## config.mk

```make
export PLATFORM = sky130hd
export DESIGN_NAME = pulse_check
export DESIGN_NICKNAME = d
export VERILOG_FILES = /design/src/rtl/pulse_check.sv
export SDC_FILE = /design/constraint.sdc
export NUM_CORES = 1
export LEC_CHECK = 0
export CORE_MARGIN = 2
export CORE_UTILIZATION = 59
export CTS_CLUSTER_SIZE = 16
export DETAILED_ROUTE_END_ITERATION = 16
export PLACE_DENSITY = 0.84
export SLEW_MARGIN = 20
export SYNTH_ARGS = -nofsm -noshare
export SYNTH_HDL_FRONTEND = slang
export SYNTH_SLANG_ARGS = --single-unit
```

## constraint.sdc

```tcl
create_clock -name clk -period 6.2 [get_ports clk]
set_clock_uncertainty 0.15 [all_clocks]
set_input_delay 1.24 -clock clk [delete_from_list [all_inputs] [get_ports clk]]
set_output_delay 1.24 -clock clk [all_outputs]
set_load 0.01 [all_outputs]
```

## src/rtl/pulse_check.sv

```systemverilog
// pulse_check: measures a two-pulse timing sequence (q1 then q2) after an
// arm request. Reports the q1 high time, the q1-fall to q2-rise gap and the
// q2 high time, plus a result code for pass, timeout, order or overlap
// faults. Counters saturate, and every waiting state is bounded by a timeout.
module pulse_check #(
  parameter int W       = 8,
  parameter int TIMEOUT = 200
) (
  input  logic         clk,
  input  logic         rst,
  input  logic         sta,
  input  logic         q1,
  input  logic         q2,
  output logic         busy,
  output logic         done,
  output logic [1:0]   err_code,
  output logic [W-1:0] width1,
  output logic [W-1:0] gap,
  output logic [W-1:0] width2
);

  localparam int TW = (TIMEOUT < 2) ? 1 : $clog2(TIMEOUT + 1);

  localparam logic [1:0] ERR_PASS    = 2'd0;
  localparam logic [1:0] ERR_TIMEOUT = 2'd1;
  localparam logic [1:0] ERR_ORDER   = 2'd2;
  localparam logic [1:0] ERR_OVERLAP = 2'd3;

  typedef enum logic [2:0] {
    IDLE  = 3'd0,
    ARM   = 3'd1,
    HIGH1 = 3'd2,
    GAP   = 3'd3,
    HIGH2 = 3'd4,
    FIN   = 3'd5
  } state_t;

  state_t        r_state, w_state_nxt;
  logic          r_q1, r_q2;
  logic [W-1:0]  r_w1, r_gap, r_w2;
  logic [W-1:0]  w_w1_nxt, w_gap_nxt, w_w2_nxt;
  logic [1:0]    r_err, w_err_nxt;
  logic [TW-1:0] r_tmo, w_tmo_nxt;
  logic          w_q1_rise, w_q1_fall, w_q2_rise, w_q2_fall;
  logic          w_tmo_hit, w_busy;

  // Saturating increment: measurement counters stick at all-ones.
  function automatic logic [W-1:0] sat_inc(input logic [W-1:0] v);
    return (v == {W{1'b1}}) ? v : v + W'(1);
  endfunction

  assign w_q1_rise = q1 & ~r_q1;
  assign w_q1_fall = ~q1 & r_q1;
  assign w_q2_rise = q2 & ~r_q2;
  assign w_q2_fall = ~q2 & r_q2;

  // The counter reaches TIMEOUT on this edge when it currently holds TIMEOUT-1.
  assign w_tmo_hit = (r_tmo == TW'(TIMEOUT - 1));

  assign w_busy   = (r_state == ARM) || (r_state == HIGH1) ||
                    (r_state == GAP) || (r_state == HIGH2);
  assign busy     = w_busy;
  assign done     = (r_state == FIN);
  assign err_code = r_err;
  assign width1   = r_w1;
  assign gap      = r_gap;
  assign width2   = r_w2;

  // State, edge-detect copies, results and timeout counter.
  always_ff @(posedge clk) begin
    if (rst) begin
      r_state <= IDLE;
      r_q1    <= 1'b0;
      r_q2    <= 1'b0;
      r_w1    <= '0;
      r_gap   <= '0;
      r_w2    <= '0;
      r_err   <= ERR_PASS;
      r_tmo   <= '0;
    end else begin
      r_state <= w_state_nxt;
      r_q1    <= q1;
      r_q2    <= q2;
      r_w1    <= w_w1_nxt;
      r_gap   <= w_gap_nxt;
      r_w2    <= w_w2_nxt;
      r_err   <= w_err_nxt;
      r_tmo   <= w_tmo_nxt;
    end
  end

  // Next-state and result updates; timeout is checked before any edge event.
  always_comb begin
    w_state_nxt = r_state;
    w_w1_nxt    = r_w1;
    w_gap_nxt   = r_gap;
    w_w2_nxt    = r_w2;
    w_err_nxt   = r_err;
    w_tmo_nxt   = r_tmo;

    case (r_state)
      IDLE: begin
        if (sta) begin
          w_state_nxt = ARM;
          w_w1_nxt    = '0;
          w_gap_nxt   = '0;
          w_w2_nxt    = '0;
          w_err_nxt   = ERR_PASS;
        end
      end

      ARM: begin
        if (w_tmo_hit) begin
          w_err_nxt   = ERR_TIMEOUT;
          w_state_nxt = FIN;
        end else if (w_q1_rise && w_q2_rise) begin
          w_err_nxt   = ERR_OVERLAP;
          w_state_nxt = FIN;
        end else if (w_q2_rise) begin
          w_err_nxt   = ERR_ORDER;
          w_state_nxt = FIN;
        end else if (w_q1_rise) begin
          w_w1_nxt    = W'(1);
          w_state_nxt = HIGH1;
        end
      end

      HIGH1: begin
        if (w_tmo_hit) begin
          w_err_nxt   = ERR_TIMEOUT;
          w_state_nxt = FIN;
        end else if (q1 && w_q2_rise) begin
          // The overlapping cycle still counts as a q1 high cycle.
          w_w1_nxt    = sat_inc(r_w1);
          w_err_nxt   = ERR_OVERLAP;
          w_state_nxt = FIN;
        end else if (q1) begin
          w_w1_nxt    = sat_inc(r_w1);
        end else if (w_q1_fall) begin
          w_gap_nxt   = W'(1);
          w_state_nxt = GAP;
        end
      end

      GAP: begin
        if (w_tmo_hit) begin
          w_err_nxt   = ERR_TIMEOUT;
          w_state_nxt = FIN;
        end else if (w_q2_rise) begin
          w_w2_nxt    = W'(1);
          w_state_nxt = HIGH2;
        end else begin
          w_gap_nxt   = sat_inc(r_gap);
        end
      end

      HIGH2: begin
        if (w_tmo_hit) begin
          w_err_nxt   = ERR_TIMEOUT;
          w_state_nxt = FIN;
        end else if (q2) begin
          w_w2_nxt    = sat_inc(r_w2);
        end else if (w_q2_fall) begin
          w_err_nxt   = ERR_PASS;
          w_state_nxt = FIN;
        end
      end

      FIN: begin
        w_state_nxt = IDLE;
      end

      default: begin
        w_state_nxt = IDLE;
      end
    endcase

    // Every state change restarts the timeout; dwelling in a busy state counts.
    if (w_state_nxt != r_state) begin
      w_tmo_nxt = '0;
    end else if (w_busy) begin
      w_tmo_nxt = r_tmo + TW'(1);
    end
  end

endmodule

```

-- After elaboration in Yosys (flattened, before gate mapping)
Cells that the tools add are included.
- equal/unequal tests: 32
- mux-type cells: 50
- reduce and logical (&&, ||, !) cells: 15
- $add $sub $neg: 4
- bitwise logic cells: 8
- operators by type and width (operator ; count):
    $mux 8 ; 21
    $pmux 8 s3 ; 3
    $mux 3 ; 14
    $ne 2x2->1 const B ; 17
    $add 8x1->8 const B ; 4
    $eq 8x8->1 const B ; 4
    $mux 2 ; 10
    $pmux 3 s5 ; 1
    $reduce_and 7->1 ; 2
    $pmux 2 s5 ; 1
    $reduce_and 9->1 ; 1
    $reduce_bool 3->1 ; 3
    $reduce_and 8->1 ; 1
    $eq 3x2->1 const B ; 2
    $eq 3x3->1 const B ; 2
    $ne 3x2->1 const B ; 2
    $ne 3x3->1 const B ; 2
    $reduce_bool 5->1 ; 1
    $and 1x1->1 ; 4
    $ne 4x3->1 const B ; 1
    $not 1->1 ; 4
    $eq 3x1->1 const B ; 1
    $logic_not 3->1 ; 1
    $logic_or 1x1->1 ; 3
    3 further kinds ; 4
- word-level logic and storage cells: 117
- flip-flop bits (word level): 39
- output and inout bits: 28
- input bits: 5

-- Depth between registers and ports, before layout
- depth after elaboration: 9
- depth in mapped cells: 8

-- Least setup slack after synthesis
Ideal clock, no wire load.
- path type: input -> register
- from: input q2
- to: register r_gap[4], in the netlist gap[4]
- cell stages on the path: 7
- path slack: 3331 ps
- buffers on the path: 2
- arrival time: 2649 ps
- data required time: 5980 ps
- path through: nor2b_1 > buf_4 > a22o_1 > o21a_1 > buf_6 > or4_1 > a21boi_1
- cells in the longest elaborated chain, start to end: 4
- elaborated cells between the ends (all ways): 5
- ends and longest elaborated chain (item ; RTL line ; RTL):
    from (decl) ; 13 ; input logic q2,
    $and 1x1->1 * ; 54 ; assign w_q2_rise = q2 & ~r_q2;
    $logic_and 1x1->1 ; 132 ; end else if (q1 && w_q2_rise) begin
    $ne 2x2->1 (no line) ; -- ;
    $reduce_and 9->1 (no line) * ; -- ;
    to (signal assigned) ; 85 ; r_gap <= w_gap_nxt;
    to (decl) ; 40 ; logic [W-1:0] r_w1, r_gap, r_w2;
Mark *: on every way between the ends. The rest lies on a longest branch, timed or not.
A chain may end at the register's enable or synchronous reset.

-- Worst setup path in the final report
- from: register r_state[0]
- to: output busy
- cells in the longest elaborated chain, start to end: 4
- elaborated cells between the ends (all ways): 7
- ends and longest elaborated chain (item ; RTL line ; RTL):
    from (decl) ; 38 ; state_t r_state, w_state_nxt;
    from (signal assigned) ; 81 ; r_state <= w_state_nxt;
    $eq 3x1->1 or $eq 3x2->1 (tied branches) ; 60 ; assign w_busy = (r_state == ARM) || (r_state == HIGH1) ||
    $logic_or 1x1->1 (2 in a row) ; 60 ;
    $logic_or 1x1->1 * ; 61 ; (r_state == GAP) || (r_state == HIGH2);
    to (decl) ; 14 ; output logic busy,
Marked as above.

==> summary.md <==
| Metric | Value |
|---|---|
| Status | completed |
| Final Non-Filler Cells | 357 |
| Register area | 780.7 um^2 |
| Global Route Usage Sum | 0.2466 |
| Clk root buf | clkbuf_8 |
| # DRC | 0 |
| Clk sink count | 39 |
| Slew Limit Fails | 0 |
| Worst-skew pair later-pin latency | around 0.29 ns |
| Max clock buf depth | 2 |
| Post-Place Worst Slack | 2.395 ns |
| Die Span Y | 67.89 um |
| Area Overhead vs Synth | 16.31% |
| Vias in the first global route | 2,018 |
| Post-cts resize count | 0 |
| Gr ovfl total | 0 |
| Worst setup SP type | flip-flop |
| Synth Net Count | a little under 300 |
| Tmin final | approximately 3.8 ns |
| Design Area, Final | 2801 um^2 |
| CP Capture Type | output pin |
| Filler Cells Inserted | 358 |
| First-pass GRT wire length | between 8 and 9 mm |
| Placed cell area | 2714 um^2 |
| Final hold viol count | 0 |
| Initial Util | 0.6065 |
| Initial DRT Pass Iterations | 4 |
| Post-synth top area cell | dfxtp_1 |
| # setup viols final | 0 |
| # Post-CTS Setup Buffers | 0 |
| WHS | roughly 0.35 ns |
| RSZ-0062 raised after global routing | false |
| Placed cells | roughly 350 |
| Post-synthesis cell count | 281 |
| Final net count | 315 |
| Synthesized area | 2409 um^2 |
| Vias | 2,250 |
| Final ANT Viol Nets | 0 |
| Num CTS Buffers | 5 |
| H-tree Lvls | 2 |
| Post-synthesis cell type count | 61 |
| TNS Setup | 0 ns |
| VDD IR max | between 0.1 and 0.15 mV |
| Class of the most critical setup path | reg -> out |
| Max cap viols | 0 |
| Top cell type's share of synthesized area | 0.3242 |
| WP data arrival | 2.39 ns |
| Layout cell share with drive strength beyond 1 | 0.07492 |
| Synth area leaders | dfxtp_1 (32%), o31ai_1 (4.1%), a21oi_1 (3.7%), or4_1 (3.4%), o21ai_0 (3.1%) |
| CTS tree | done |
| Critical Path RT | 4.81 ns |
| Worst hold-check path type | reg -> reg |
| Multi-input gate area | 1534 um^2 |
| Register area share after synthesis | 0.3242 |
| DR vias/cell | 6.303 |
| WL final | 5.291 mm |
| Hold-fix buffers, CTS | 0 |
| Clock transition at path regs | around 0.08 ns |
| Ys Warns | 0 |
| Avg Cell Area, Syn | 8.571 um^2 |
| Yosys reg bits | 39 |
| Die Area | between 4000 and 5000 um^2 |
| Worst-path fanout max | 24 |
| Number of flops mapped to enable cells by yosys | 0 |
| I/O Pins | 33 |
| Core footprint | 3971 um^2 |
| Buffers on Ports | 32 |
| Core Rows | 23 |
| Leak Pwr | 0.8970 nW |
| Slew margin rel. | 0.4182 |
| Core Util, Final | 0.7054 |
| Initial DRC count | 187 |
| Post-detail-place hpwl | 3.740 mm |
| # diodes | 0 |
| Worst Max-Slew Pin Slew | ~0.87 ns |
| Initial antenna violation count | 0 |
| Die width | 67.89 um |
| Final worst-path cycle share | 0.6103 |
| Fmax | 264.3 MHz |
| Final Power | 0.5625 mW |
| Wirelength per Cell | approximately 15 um |
| Cell Pwr Density | 200.8 nW/um^2 |
| Ys async rst share | 0 |
| Most common flop cell mapped by yosys | dfxtp_1 |
| Setup ws final | 2.416 ns |
| Largest net degree at the start of global routing | 26 |
| Placer Congestion | 0.8132 |
==> sequential cells by signal, summed over array words and instances (netlist names) <==
register	cells
r_state	3
width1	8
r_q2	1
gap	8
err_code	2
r_tmo	8
width2	8
r_q1	1
==> synthesized netlist by cell type, drive strengths merged (2+ instances only) <==
cell type  number
a211oi          5
a21boi         10
a21o            2
a21oi          19
a31oi           3
and2            4
and3            6
and4            2
buf            11
clkbuf          4
dfxtp          39
ha              4
inv             4
mux2i           5
nand2          13
nand2b          8
nand3           8
nand3b          4
nand4           9
nor2           15
nor2b           6
nor3           12
o2111ai         2
o211ai          4
o21a            4
o21ai          16
o31ai          13
o32ai           2
or2             3
or3             5
or4            11
or4b            3
xnor2           2
xor2            6
==> layout by cell type, fill, tap and decap left out, types with 5 or more instances in the layout <==
cell / n
dfxtp_1: 39
clkdlybuf4s50_1: 32
a21oi_1: 18
nor2_1: 15
o21ai_0: 15
nand2_1: 13
o31ai_1: 13
nor3_1: 11
or4_1: 11
nand4_1: 9
nand3_1: 8
nand2b_1: 8
a21boi_0: 7
nor2b_1: 6
and3_1: 6
xor2_1: 6
or3_1: 5
mux2i_1: 5
clkbuf_8: 5
==> path summary, 6_finish.rpt <==
| path | from | endpoint | slack [ns] | depth (start not counted) |
|---|---|---|---|---|
| worst max-delay path | r_state[0] | busy | 2.42 | 3 |
| worst min-delay path | gap[5] | gap[5] | 0.35 | 2 |
| worst max register to register | r_state[0] | width1[5] | 3.59 | 5 |
| worst min register to register | gap[5] | gap[5] | 0.35 | 2 |
==> cell type report <==
| type | instances | share of cell area |
|---|---|---|
| clock inverter | 1 | 0.001787 |
| sequential | 39 | 0.2787 |
| tap | 50 | 0.02233 |
| inverter | 4 | 0.005360 |
| clock buffer | 7 | 0.02724 |
| timing repair buffer | 33 | 0.1170 |
| multi-input combinational | 223 | 0.5476 |
==> critical path: stages, from the launching register on <==
cell and delay [ns]:
dfxtp_1 0.84, nor3_2 0.19, nor2_1 0.44, clkdlybuf4s50_1 0.63
==> kinds of logic after synthesis <==
kind of cell / share of synthesized area
fa+ha+maj: 0.02078
mux: 0.02546
compound gates: 0.2649
simple gates: 0.2940
buf+inv: 0.04155
xor+xnor: 0.02909
flops: 0.3242
==> where the power goes <==
part	switching [mW]	total, mW	internal, mW	leakage [nW]
logic	0.0719	0.125	0.0532	0.539
registers	0.0154	0.274	0.259	0.316
clock network	0.0841	0.163	0.0789	0.0422
total	0.171	0.562	0.391	0.897
==> per-layer routing <==
layer / global-route usage / vias up / wire length [um]
li1: - / 1122 / -
met1: 0.3337 / 1072 / 2602
met2: 0.3971 / 50 / 2424
met3: 0.04605 / 6 / 212
met4: 0.08000 / 0 / 53
met5: 0 / - / 0
Note: power is estimated with default switching activity, not from simulation.
